==> src/rtl/dit4_butterfly_round.sv <==
// Radix-4 decimation-in-time butterfly on product-scale operands, followed by
// round-half-up rescale, saturation to OUT_WIDTH and frame-boundary tagging.
module dit4_butterfly_round #(
    parameter int  DATA_WIDTH = 21,
    parameter int  TWID_WIDTH = 16,
    parameter int  SHIFT      = 15,
    parameter int  OUT_WIDTH  = 23,
    parameter int  FRAME_LEN  = 64,
    localparam int PROD_W     = DATA_WIDTH + TWID_WIDTH + 1
) (
    input  logic                        clk,
    input  logic                        rst_n,
    input  logic                        in_valid,
    input  logic signed [PROD_W-1:0]    x0_r,
    input  logic signed [PROD_W-1:0]    x0_i,
    input  logic signed [PROD_W-1:0]    x1_r,
    input  logic signed [PROD_W-1:0]    x1_i,
    input  logic signed [PROD_W-1:0]    x2_r,
    input  logic signed [PROD_W-1:0]    x2_i,
    input  logic signed [PROD_W-1:0]    x3_r,
    input  logic signed [PROD_W-1:0]    x3_i,
    input  logic                        sat_clr,
    output logic signed [OUT_WIDTH-1:0] y0_r,
    output logic signed [OUT_WIDTH-1:0] y0_i,
    output logic signed [OUT_WIDTH-1:0] y1_r,
    output logic signed [OUT_WIDTH-1:0] y1_i,
    output logic signed [OUT_WIDTH-1:0] y2_r,
    output logic signed [OUT_WIDTH-1:0] y2_i,
    output logic signed [OUT_WIDTH-1:0] y3_r,
    output logic signed [OUT_WIDTH-1:0] y3_i,
    output logic                        out_valid,
    output logic                        out_last,
    output logic                        sat_flag
);

    localparam int S1_W  = PROD_W + 1;
    localparam int S2_W  = PROD_W + 2;
    localparam int BI_W  = S2_W + 1;
    localparam int SH_W  = BI_W - SHIFT;
    localparam int CNT_W = (FRAME_LEN > 2) ? $clog2(FRAME_LEN) : 1;

    localparam logic [BI_W-1:0]      HALF     = {{(BI_W-SHIFT){1'b0}}, 1'b1, {(SHIFT-1){1'b0}}};
    localparam logic [OUT_WIDTH-1:0] OUT_MAX  = {1'b0, {(OUT_WIDTH-1){1'b1}}};
    localparam logic [OUT_WIDTH-1:0] OUT_MIN  = {1'b1, {(OUT_WIDTH-1){1'b0}}};
    localparam logic [CNT_W-1:0]     LAST_IDX = CNT_W'(FRAME_LEN - 1);
    localparam logic [CNT_W-1:0]     CNT_ONE  = CNT_W'(1);

    function automatic logic [S1_W-1:0] ext_p(input logic [PROD_W-1:0] v);
        return {v[PROD_W-1], v};
    endfunction

    function automatic logic [S2_W-1:0] ext_s1(input logic [S1_W-1:0] v);
        return {v[S1_W-1], v};
    endfunction

    // Bias by half an output LSB, drop SHIFT bits, clamp; result MSB flags a clamp.
    function automatic logic [OUT_WIDTH:0] round_sat(input logic [S2_W-1:0] v);
        logic [BI_W-1:0]           biased;
        logic [SH_W-1:0]           shifted;
        logic [SH_W-OUT_WIDTH:0]   top;
        biased  = {v[S2_W-1], v} + HALF;
        shifted = biased[BI_W-1:SHIFT];
        top     = shifted[SH_W-1:OUT_WIDTH-1];
        if ((&top) || (~|top)) begin
            return {1'b0, shifted[OUT_WIDTH-1:0]};
        end else if (shifted[SH_W-1]) begin
            return {1'b1, OUT_MIN};
        end else begin
            return {1'b1, OUT_MAX};
        end
    endfunction

    // Stage 1 state: a = x0+x2, b = x0-x2, c = x1+x3, d = x1-x3
    logic [S1_W-1:0] a_r_d, a_i_d, b_r_d, b_i_d, c_r_d, c_i_d, d_r_d, d_i_d;
    logic [S1_W-1:0] a_r_q, a_i_q, b_r_q, b_i_q, c_r_q, c_i_q, d_r_q, d_i_q;
    logic            v1_q;

    // Stage 2 state, ordered y0_r, y0_i, y1_r, y1_i, y2_r, y2_i, y3_r, y3_i
    logic [S2_W-1:0] y_d [8];
    logic [S2_W-1:0] y_q [8];
    logic            v2_q;

    // Stage 3 / output state
    logic [OUT_WIDTH:0]   round_s [8];
    logic [7:0]           sat_vec_s;
    logic [OUT_WIDTH-1:0] out_d [8];
    logic [OUT_WIDTH-1:0] out_q [8];
    logic                 out_valid_d, out_valid_q;
    logic                 out_last_d, out_last_q;
    logic                 sat_d, sat_q;
    logic [CNT_W-1:0]     cnt_d, cnt_q;

    // Stage 1 sums and differences
    always_comb begin
        a_r_d = ext_p(x0_r) + ext_p(x2_r);
        a_i_d = ext_p(x0_i) + ext_p(x2_i);
        b_r_d = ext_p(x0_r) - ext_p(x2_r);
        b_i_d = ext_p(x0_i) - ext_p(x2_i);
        c_r_d = ext_p(x1_r) + ext_p(x3_r);
        c_i_d = ext_p(x1_i) + ext_p(x3_i);
        d_r_d = ext_p(x1_r) - ext_p(x3_r);
        d_i_d = ext_p(x1_i) - ext_p(x3_i);
    end

    // Stage 2: y1 = b - j*d and y3 = b + j*d fold the -j rotation into swaps
    always_comb begin
        y_d[0] = ext_s1(a_r_q) + ext_s1(c_r_q);
        y_d[1] = ext_s1(a_i_q) + ext_s1(c_i_q);
        y_d[2] = ext_s1(b_r_q) + ext_s1(d_i_q);
        y_d[3] = ext_s1(b_i_q) - ext_s1(d_r_q);
        y_d[4] = ext_s1(a_r_q) - ext_s1(c_r_q);
        y_d[5] = ext_s1(a_i_q) - ext_s1(c_i_q);
        y_d[6] = ext_s1(b_r_q) - ext_s1(d_i_q);
        y_d[7] = ext_s1(b_i_q) + ext_s1(d_r_q);
    end

    // Stage 3 rescale plus frame counter and sticky saturation flag
    always_comb begin
        sat_vec_s = 8'h00;
        for (int i = 0; i < 8; i++) begin
            round_s[i]   = round_sat(y_q[i]);
            out_d[i]     = round_s[i][OUT_WIDTH-1:0];
            sat_vec_s[i] = round_s[i][OUT_WIDTH];
        end
        out_valid_d = v2_q;
        out_last_d  = 1'b0;
        cnt_d       = cnt_q;
        sat_d       = sat_q;
        if (v2_q) begin
            out_last_d = (cnt_q == LAST_IDX);
            cnt_d      = cnt_q + CNT_ONE;
        end else begin
            out_last_d = 1'b0;
            cnt_d      = cnt_q;
        end
        // A new saturation beats a simultaneous clear.
        if (v2_q && (|sat_vec_s)) begin
            sat_d = 1'b1;
        end else if (sat_clr) begin
            sat_d = 1'b0;
        end else begin
            sat_d = sat_q;
        end
    end

    // Pipeline registers; data loads every cycle, valid travels alongside
    always_ff @(posedge clk or negedge rst_n) begin
        if (!rst_n) begin
            a_r_q       <= '0;
            a_i_q       <= '0;
            b_r_q       <= '0;
            b_i_q       <= '0;
            c_r_q       <= '0;
            c_i_q       <= '0;
            d_r_q       <= '0;
            d_i_q       <= '0;
            v1_q        <= 1'b0;
            v2_q        <= 1'b0;
            out_valid_q <= 1'b0;
            out_last_q  <= 1'b0;
            sat_q       <= 1'b0;
            cnt_q       <= '0;
            for (int i = 0; i < 8; i++) begin
                y_q[i]   <= '0;
                out_q[i] <= '0;
            end
        end else begin
            a_r_q       <= a_r_d;
            a_i_q       <= a_i_d;
            b_r_q       <= b_r_d;
            b_i_q       <= b_i_d;
            c_r_q       <= c_r_d;
            c_i_q       <= c_i_d;
            d_r_q       <= d_r_d;
            d_i_q       <= d_i_d;
            v1_q        <= in_valid;
            v2_q        <= v1_q;
            out_valid_q <= out_valid_d;
            out_last_q  <= out_last_d;
            sat_q       <= sat_d;
            cnt_q       <= cnt_d;
            for (int i = 0; i < 8; i++) begin
                y_q[i]   <= y_d[i];
                out_q[i] <= out_d[i];
            end
        end
    end

    assign y0_r      = out_q[0];
    assign y0_i      = out_q[1];
    assign y1_r      = out_q[2];
    assign y1_i      = out_q[3];
    assign y2_r      = out_q[4];
    assign y2_i      = out_q[5];
    assign y3_r      = out_q[6];
    assign y3_i      = out_q[7];
    assign out_valid = out_valid_q;
    assign out_last  = out_last_q;
    assign sat_flag  = sat_q;

endmodule

==> config.mk <==
export PLATFORM = sky130hd
export DESIGN_NAME = dit4_butterfly_round
export DESIGN_NICKNAME = d
export VERILOG_FILES = /design/src/rtl/dit4_butterfly_round.sv
export SDC_FILE = /design/constraint.sdc
export NUM_CORES = 2
export LEC_CHECK = 0
export ABC_AREA = 1
export BUFFER_PORTS_ARGS = -buffer_cell sky130_fd_sc_hd__buf_2
export CORE_MARGIN = 2
export CORE_UTILIZATION = 50
export CTS_CLUSTER_DIAMETER = 150
export CTS_CLUSTER_SIZE = 40
export DETAILED_ROUTE_END_ITERATION = 6
export PLACE_DENSITY = 0.79
export SYNTH_ARGS = -nofsm -noshare
export SYNTH_HDL_FRONTEND = slang
export SYNTH_SLANG_ARGS = --single-unit
==> constraint.sdc <==
create_clock -name clk -period 3.1 [get_ports clk]
set_input_delay 0.465 -clock clk [delete_from_list [all_inputs] [get_ports clk]]
set_output_delay 0.465 -clock clk [all_outputs]
set_load 0.01 [all_outputs]
==> reports/metrics.cfg <==
[final_layout]
layout_fillers=12300
final_layout_size_suffix_gt1_share_pct=8.078
num-nets-final=10580
area_growth_synth_to_finish_pct=9.296
fin_util_pct=55.16

[detailed_routing]
num_vias=62580
remaining_drc_errors=19
route.final.wire_length_um=245800
route.antenna.remaining_nets=0
iter_0_drt_violations=5492
drt_pre_antenna_iters=7
wl_per_cell_um=21.76
viasPerCell=5.539

[cts]
clock_latency_ns=0.71
ctsLongestPathBuffers=3
clock-root-buffer=sky130_fd_sc_hd__clkbuf_16
clock_tree_from_tritoncts=yes
number_of_setup_buffers_added_after_cts=0
cts_inserted_buffers=27
clkSlewWorstSetupHoldPaths_ns=0.16
cts_sinks=711
cts-htree-levels=1

[floorplanning]
start_util_pct=50.47
core-area_sq_um=124000
die-area_sq_um=128000
dieHeight_um=357.7
dieWidth_um=357.7
placement_rows=129
io_pins=495

[pwr]
sw_share_pct=53.52
intPower_mw=24.54
power.density_nw_per_um2=772.1
power.share.sequential_pct=31.4
combinationalPowerShare_pct=58.5
power.leakage_nw=34.57
clkPwrFrac_pct=10.1
ir_drop_mv=0.7343
power_switching_mw=28.25

[logic_synthesis]
synthArstFlopShare_pct=100.0
synth-seq-area-share_pct=28.44
synth_top_area_share_pct=28.44
yosysWarnings=0
postSynthRegisterBits=711
ys_types=58
synth_top_cell_by_area=sky130_fd_sc_hd__dfrtp_1
synth_area_sq_um=62560
syn_area_per_cell_sq_um=6.830
synth.area.top_cells=sky130_fd_sc_hd__dfrtp_1, sky130_fd_sc_hd__nand2_1, sky130_fd_sc_hd__ha_1, sky130_fd_sc_hd__inv_1, sky130_fd_sc_hd__nor2_1
yosys_most_used_dff=sky130_fd_sc_hd__dfrtp_1
synth_enable_flop_cells=0
mappedNetlistNets=10090
netlist_instances=9160

[timing]
maxSlewHeadroom_pct=44.01
timing.final.setup_violations=0
rsz_0062_raised_after_global_routing=no
hold-worst-slack_ns=0.03902
fin_ws_ns=0.2663
timing.clock.skew_ns=0.06116
maxSlewViolCount=0
fin_setup_tns_ns=0
worst_max_slew_pin_slew_ns=0.8369
fin_crit_sh_pct=91.41
fmaxAchievable_mhz=352.9
period_minus_slack_ns=2.834
final_hold_viol_count=0

[global_route]
via_count_of_the_first_global_routing_pass=60680
grt_start_max_net_pins=72
grt_pass1_wl_um=363100
combined_global_route_utilization_of_all_metal_layers_pct=37.44
global_route.overflow_total=0
number_of_antenna_violations_at_the_first_check_in_global_routing=22

[placement]
finalWeightedCongestion=1.107
buffer_ports.inserted=494
place_worst_setup_slack_ns=0.06010
dp_hpwl_um=212000

[run_status]
violations=design-rule violations
status=finished, violations left

[worst_setup_path]
setup.worst_path.end_class=register
element_type_at_the_critical_path_start=register
critical_path_required_ns=3.76
criticalPathCategory=register to register
timing.critical_path.fanout_max=7
crit_arrival_ns=3.50

[flow_run]
cap_violations=0

[hold_path]
hp-class=input port to register

-- worst max-delay path, stage by stage (launching register included) --
cell and delay (ns):
sky130_fd_sc_hd__dfrtp_1 0.51, sky130_fd_sc_hd__ha_1 0.42, sky130_fd_sc_hd__a21oi_1 0.34, sky130_fd_sc_hd__a21boi_0 0.57, sky130_fd_sc_hd__nand2_1 0.13, sky130_fd_sc_hd__nand3_1 0.09, sky130_fd_sc_hd__nand2_1 0.25, sky130_fd_sc_hd__a21oi_1 0.25
sky130_fd_sc_hd__xor2_1 0.18
-- logic make-up (layout without fill, tap and decap cells) --
logic type / Yosys count / count (layout) / share of synthesized area [%]
buffers and inverters: 1559 / 2055 / 9.680
AOI/OAI and AO/OA: 1603 / 1603 / 14.39
DFF: 711 / 711 / 28.44
adders and majority gates: 625 / 625 / 12.60
xor gates and xnor gates: 594 / 594 / 8.316
other: 0 / 5 / 0
and+or+nand+nor: 4068 / 4068 / 26.58
-- state kept, by name, summed over array words and instances (netlist names), 38 cells and up --
name   flops
y_q      208
b_i_q     39
b_r_q     39
d_i_q     39
d_r_q     39
a_i_q     38
a_r_q     38
c_i_q     38
c_r_q     38
-- path summary, 6_finish.rpt --
kind                       startpoint          end  slack (ns)  cells past startpoint
max reg2reg                  a_i_q[7]     y_q[104]        0.27                      8
min                           x3_i[0]     d_i_q[0]        0.04                      3
max in group asynchronous       rst_n    b_r_q[37]        1.80                      4
max                          a_i_q[7]     y_q[104]        0.27                      8
min in group asynchronous       rst_n     b_i_q[2]        0.28                      2
min reg2reg                      v1_q  out_valid_d        0.37                      0
-- per-stage QoR --
| stage | cell area (sq um) | cells | power, mW |
|---|---|---|---|
| detailed placement | 67330 | 11250 | 46.79 |
| global route | 68360 | 11290 | 56.43 |
| floorplan | 62560 | 9160 | 34.78 |
| finish | 68380 | 11300 | 52.79 |
| CTS | 68360 | 11290 | 52.26 |
| global placement | 67330 | 11250 | 46.56 |
-- final cells by class --
class / count / area [sq um] / share of cell area [%]
well taps: 1637 / 2048 / 2.996
diodes: 5 / 12.51 / 0.01830
multi-input cells: 6890 / 38710 / 56.62
clock inverters: 15 / 299.0 / 0.4373
flip-flops and latches: 711 / 17790 / 26.02
repair buffers: 625 / 3613 / 5.285
inverters: 1387 / 5209 / 7.618
clock buffers: 28 / 689.4 / 1.008
-- layer usage --
| layer | GRT usage, % | part of all wire (%) |
|---|---|---|
| met5 | 0 | 0.057 |
| met4 | 21.33 | 6.8 |
| met3 | 5.374 | 6.6 |
| met2 | 62.96 | 46 |
| met1 | 45.92 | 40 |
-- cells in the final DEF (no fill, tap or decap), types with 101 or more instances in the layout --
master / Yosys / final
sky130_fd_sc_hd__buf_2: 78 / 493
sky130_fd_sc_hd__o21bai_1: 101 / 101
sky130_fd_sc_hd__ha_1: 617 / 617
sky130_fd_sc_hd__dfrtp_1: 711 / 711
sky130_fd_sc_hd__nand3_1: 305 / 305
sky130_fd_sc_hd__xor2_1: 521 / 521
sky130_fd_sc_hd__inv_1: 1377 / 1377
sky130_fd_sc_hd__a21oi_1: 705 / 705
sky130_fd_sc_hd__nor3_1: 168 / 168
sky130_fd_sc_hd__nand2_1: 2081 / 2081
sky130_fd_sc_hd__nor2_1: 1268 / 1268
sky130_fd_sc_hd__o21ai_0: 495 / 495
sky130_fd_sc_hd__buf_4: 12 / 116
-- synthesized netlist by cell type (6+ instances only) --
master	instances
sky130_fd_sc_hd__a211oi_1	26
sky130_fd_sc_hd__a21boi_0	45
sky130_fd_sc_hd__a21boi_1	6
sky130_fd_sc_hd__a21o_1	28
sky130_fd_sc_hd__a21oi_1	705
sky130_fd_sc_hd__a31o_2	6
sky130_fd_sc_hd__a31oi_1	45
sky130_fd_sc_hd__and2_1	13
sky130_fd_sc_hd__and3_1	11
sky130_fd_sc_hd__buf_2	78
sky130_fd_sc_hd__buf_4	12
sky130_fd_sc_hd__buf_6	6
sky130_fd_sc_hd__clkbuf_1	72
sky130_fd_sc_hd__dfrtp_1	711
sky130_fd_sc_hd__fa_1	8
sky130_fd_sc_hd__ha_1	617
sky130_fd_sc_hd__inv_1	1377
sky130_fd_sc_hd__inv_2	9
sky130_fd_sc_hd__nand2_1	2081
sky130_fd_sc_hd__nand2_2	16
sky130_fd_sc_hd__nand3_1	305
sky130_fd_sc_hd__nand3b_1	30
sky130_fd_sc_hd__nand4_1	71
sky130_fd_sc_hd__nor2_1	1268
sky130_fd_sc_hd__nor2_2	27
sky130_fd_sc_hd__nor2_4	8
sky130_fd_sc_hd__nor3_1	168
sky130_fd_sc_hd__nor4_1	32
sky130_fd_sc_hd__o2111ai_1	15
sky130_fd_sc_hd__o211a_1	6
sky130_fd_sc_hd__o211ai_1	12
sky130_fd_sc_hd__o21a_1	51
sky130_fd_sc_hd__o21ai_0	495
sky130_fd_sc_hd__o21ai_1	25
sky130_fd_sc_hd__o21ai_2	11
sky130_fd_sc_hd__o21bai_1	101
sky130_fd_sc_hd__or2_2	20
sky130_fd_sc_hd__xnor2_1	73
sky130_fd_sc_hd__xor2_1	521
-- timing repair --
item                      4_1_cts  5_1_grt
hold endpoints to repair       27        0
hold buffers                    4        0
gates resized for setup         0        0
-- power by group through the flow --
stage / combinational, mW / clock [mW] / sequential (mW)
2_1_floorplan: 19.1 / 0 / 15.7
3_3_place_gp: 30.0 / 0 / 16.6
3_5_place_dp: 30.2 / 0 / 16.6
4_1_cts: 30.4 / 5.43 / 16.5
5_1_grt: 33.9 / 5.75 / 16.8
6_report: 30.9 / 5.33 / 16.6
Power figures use the tool's default switching activity.
